File: config.mk
export PLATFORM = sky130hd
export DESIGN_NAME = mux61_tdm_tx
export DESIGN_NICKNAME = d
export VERILOG_FILES = /design/src/rtl/mux61_tdm_tx.sv
export SDC_FILE = /design/constraint.sdc
export NUM_CORES = 1
export LEC_CHECK = 0
export CORE_MARGIN = 4
export CORE_UTILIZATION = 51
export DETAILED_ROUTE_END_ITERATION = 10
export PLACE_DENSITY = 0.88
export SYNTH_ARGS = -nofsm -noshare
export SYNTH_HDL_FRONTEND = slang
export SYNTH_SLANG_ARGS = --single-unit
File: constraint.sdc
create_clock -name clk -period 6.1 [get_ports clk]
set_input_delay 0.915 -clock clk [delete_from_list [all_inputs] [get_ports clk]]
set_output_delay 0.915 -clock clk [all_outputs]
set_load 0.01 [all_outputs]
File: src/rtl/mux61_tdm_tx.sv
// mux61_tdm_tx: 6:1 round-robin time-division multiplexer with a registered
// output stage. The output carries the data word and its source-channel
// index s (0..5), which is the same encoding the matching 1:6 demux uses as
// its select.
// The optional y_par output (even parity of y) is built only when the
// macro MUX61_PARITY_EN is defined.
module mux61_tdm_tx #(
  parameter int WIDTH = 8
) (
  input  logic               clk,
  input  logic               rst_n,
  input  logic [6*WIDTH-1:0] din,
  input  logic [5:0]         in_valid,
  output logic [5:0]         in_ready,
  output logic [WIDTH-1:0]   y,
  output logic [2:0]         s,
  output logic               out_valid,
  input  logic               out_ready
`ifdef MUX61_PARITY_EN
  ,
  output logic               y_par
`endif
);

  logic [WIDTH-1:0] chan [6];

  logic [WIDTH-1:0] y_reg, y_next;
  logic [2:0]       s_reg, s_next;
  logic             out_valid_reg, out_valid_next;
  logic [2:0]       ptr_reg, ptr_next;
`ifdef MUX61_PARITY_EN
  logic             y_par_reg, y_par_next;
`endif

  logic             load;
  logic [2:0]       gnt_idx;
  logic             gnt_any;
  logic [3:0]       cand;

  // Split the packed channel bus into one word per channel.
  generate
    for (genvar gi = 0; gi < 6; gi++) begin : g_chan
      assign chan[gi] = din[gi*WIDTH +: WIDTH];
    end
  endgenerate

  // The output register may be refilled when it is empty or being drained.
  assign load = !out_valid_reg || out_ready;

  // Round-robin search starting at ptr. Scanning from the farthest offset
  // down to offset 0 lets the nearest requesting channel win. ptr is always
  // 0..5, so one conditional subtract is enough for the modulo-6 wrap.
  always_comb begin
    gnt_idx = 3'd0;
    gnt_any = 1'b0;
    cand    = 4'd0;
    for (int k = 5; k >= 0; k--) begin
      cand = {1'b0, ptr_reg} + 4'(k);
      if (cand >= 4'd6) cand = cand - 4'd6;
      if (in_valid[cand[2:0]]) begin
        gnt_idx = cand[2:0];
        gnt_any = 1'b1;
      end
    end
  end

  // Accept strobe: one-hot on the winner, and only while a load can happen.
  // It is also gated by rst_n so that nothing is accepted while in reset.
  always_comb begin
    in_ready = 6'd0;
    if (rst_n && load && gnt_any) in_ready[gnt_idx] = 1'b1;
  end

  // Next state of the output stage and of the round-robin pointer.
  always_comb begin
    y_next         = y_reg;
    s_next         = s_reg;
    out_valid_next = out_valid_reg;
    ptr_next       = ptr_reg;
`ifdef MUX61_PARITY_EN
    y_par_next     = y_par_reg;
`endif
    if (load) begin
      if (gnt_any) begin
        y_next         = chan[gnt_idx];
        s_next         = gnt_idx;
        out_valid_next = 1'b1;
        ptr_next       = (gnt_idx == 3'd5) ? 3'd0 : gnt_idx + 3'd1;
`ifdef MUX61_PARITY_EN
        y_par_next     = ^chan[gnt_idx];
`endif
      end else begin
        // Nothing to send: drop valid, but keep y/s and the pointer.
        out_valid_next = 1'b0;
      end
    end
  end

  // State registers. Reset discards any pending output transfer.
  always_ff @(posedge clk or negedge rst_n) begin
    if (!rst_n) begin
      y_reg         <= '0;
      s_reg         <= 3'd0;
      out_valid_reg <= 1'b0;
      ptr_reg       <= 3'd0;
`ifdef MUX61_PARITY_EN
      y_par_reg     <= 1'b0;
`endif
    end else begin
      y_reg         <= y_next;
      s_reg         <= s_next;
      out_valid_reg <= out_valid_next;
      ptr_reg       <= ptr_next;
`ifdef MUX61_PARITY_EN
      y_par_reg     <= y_par_next;
`endif
    end
  end

  assign y         = y_reg;
  assign s         = s_reg;
  assign out_valid = out_valid_reg;
`ifdef MUX61_PARITY_EN
  assign y_par     = y_par_reg;
`endif

endmodule

==> impl_results.md <==
- Max-Cap Viols: 0
- Die Ht: around 75 um
- Initial Utilization: 0.5453
- Critical Path RT: between 5000 and 6000 ps
- Highest clock rate: 181.7 MHz
- Hold Path Stages: 2
- H-tree Lvls: 1
- Largest net degree at the start of global routing: 26
- Core area: a little over 0.004 mm^2
- Slew Limit Headroom: 0.3610
- Ant. Diodes: 0
- CP Launch Type: flip-flop
- Initial DRC count: 174
- Async set or reset register ratio after synthesis: 1.000
- Setup Fix Bufs, Post-CTS: 0
- Clock Latency Late Sink: about 250 ps
- Syn Area/Cell: between 8 and 9 um^2
- Die Span X: about 75 um
- Final hold violation count: 0
- R2R cell count: 12
- Sequential cell area: roughly 380 um^2
- Initial DRT Pass Iterations: 5
- Yosys cell types: 70
- Footprint of the multi-input gates: 0.001707 mm^2
- Routed Antenna Nets: 0
- Placer Congestion: just under 1
- Placed standard-cell area: 0.002938 mm^2
- Area grow syn2layout: 32.06%
- Xor and xnor area share after synthesis: 0.03488
- Clock Skews: 7.976 ps
- Post-Route WL: 6.854 mm
- Finished Cell Area: between 0.002 and 0.003 mm^2
- TritonCTS clock tree: done
- First-pass GRT wire length: 10.97 mm
- Synth Warn #: 0
- Max reg flops: 8
- Fin cells: 380
- Critical path type: flip-flop to output pin
- Number of endpoints failing setup at the final stage: 0
- Post-synthesis instance total: 269
- Final Net Count: around 400
- Vias per std cell: slightly above 6
- Post-synthesis compound-gate area fraction: 0.2752
- Ports: 75
- Area share of fa/ha/maj cells after synthesis: 0.04983
- CP max FO: 22
- Slew @ Worst Pin: about 960 ps
- Num CTS Buffers: 3
- Buffers on Ports: 74
- Number of global-route vias before repair: around 2300
- Largest family of logic cells by synthesized area: compound AO/OA/AOI/OAI gates
- Overflow after GRT: 0
- Fill cells: 336
- TritonCTS Sinks: 15
- Ys flop type: dfrtp_1
- Synthesized area: 0.002260 mm^2
- Max Root-Sink Buffers: 2
- Die area: approximately 0.0056 mm^2
- Seq/Total Area, Yosys: 0.1661
- Post-synth EDFFs: 0
- Final setup TNS: 0 ps
- Num rows: 23
- Status: finished, final reports clean
- Fin worst setup slack: slightly below 600 ps
- Simple-Gate Fraction of Synth Area: 0.2337
- Cts hold-fix bufs: 0
- Layout cells sized above 1: 0.09394
- Tcrit/Tclk final: 0.9022
- GRT Util Overall: 0.2539
- Setup WS pre-CTS: 874.7 ps
- # DRC: 0
- DR vias: roughly 2300
- Minimum clock period: ~5500 ps
- Fraction of synthesized area in multiplexers: 0.1617
- Initial antenna violation count: 0
- Yosys reg bits: 15
- Worst path arrival time: 4590 ps
- Syn Nets: 335
- RSZ-0062 raised after global routing: false
- R2R setup slack: about 1800 ps
- Wire length per cell: between 15 and 20 um
- Worst-path clk slew: around 60 ps
- CP Capture Type: output pin
- Post-CTS Resized: 0
- Hold crit path type: flip-flop to flip-flop
- Root Buffer Master: clkbuf_8
- Inst Count DP: 376
- Pins over their slew limit: 0
- DP Wirelength: between 5 and 6 mm
-- synthesized netlist by cell type (3+ instances only) --
cell      instances  area (um^2)
o211ai_1          5        37.54
dfrtp_1          15        375.4
a21oi_1           8        40.04
o21a_1            3        22.52
buf_6             8        90.09
o21ai_0           6        30.03
ha_1              9        112.6
mux2i_1          22        220.2
or3_1             3        18.77
o21ai_1           3        15.01
nor3_1            6        30.03
inv_1             7        26.28
a31oi_1           4        25.02
nand2_1          23        86.33
buf_2             7        35.03
nor2_1           36        135.1
nand3_1          13        65.06
mux2_2            4        45.04
nand2b_1          3        18.77
clkbuf_1          3        11.26
a211o_1          18        157.7
-- stage by stage --
step             util  hold slack [ps]
5_1_grt        0.7201            528.1
3_3_place_gp   0.7089            470.6
4_1_cts        0.7201            496.4
3_5_place_dp   0.7089            476.8
6_report       0.7201            498.0
2_1_floorplan       -            514.4
-- area by class of cell --
type / count / area share
Tap cell: 50 / 0.02096
Timing Repair Buffer: 77 / 0.2558
Multi-Input combinational cell: 226 / 0.5719
Sequential cell: 15 / 0.1258
Clock inverter: 1 / 0.001677
Inverter: 8 / 0.01006
Clock buffer: 3 / 0.01384
-- per-layer routing --
| metal | wire length, um | global-route usage | up-vias |
|---|---|---|---|
| met5 | 0 | 0 | - |
| met4 | 69 | 0.04545 | 0 |
| met3 | 478 | 0.05946 | 8 |
| met2 | 3344 | 0.4146 | 82 |
| met1 | 2962 | 0.3456 | 1097 |
| li1 | - | - | 1123 |
-- cells by family after synthesis --
family / Yosys count
xor+xnor: 6
flops: 15
simple gates: 106
buf+inv: 28
fa+ha+maj: 9
mux: 32
compound gates: 73
-- path summary, 6_finish.rpt --
check | from | end
max in group asynchronous | rst_n | y[4]$_DFFE_PN0P_
worst max register to register | ptr_reg[1]$_DFFE_PN0P_ | y[4]$_DFFE_PN0P_
worst min-delay path | y[3]$_DFFE_PN0P_ | y[3]$_DFFE_PN0P_
min in group asynchronous | rst_n | y[7]$_DFFE_PN0P_
worst min register to register | y[3]$_DFFE_PN0P_ | y[3]$_DFFE_PN0P_
worst max-delay path | ptr_reg[1]$_DFFE_PN0P_ | in_ready[0]
-- layout by cell type (no fill, tap or decap), types with 3 or more instances in the layout --
cell type        instances
clkdlybuf4s50_1         74
nor2_1                  36
nand2_1                 23
mux2i_1                 22
a211o_1                 18
dfrtp_1                 15
nand3_1                 13
ha_1                     9
a21oi_1                  8
inv_1                    7
nor3_1                   6
o21ai_0                  6
o211ai_1                 5
mux2_2                   4
a31oi_1                  4
nand2b_1                 3
or3_1                    3
o21a_1                   3
o21ai_1                  3
clkbuf_8                 3
buf_4                    3
-- critical path, stage by stage (launching register included) --
cell,delay (ps)
dfrtp_1,630
inv_1,270
ha_1,710
inv_1,280
o41a_2,530
nand4_1,110
a21oi_1,70
a21bo_1,830
nand2_1,220
nor2_1,140
clkdlybuf4s50_1,540
Power is not shown: default switching activity piles up to over one toggle a cycle in this logic, so the estimate is an artifact.
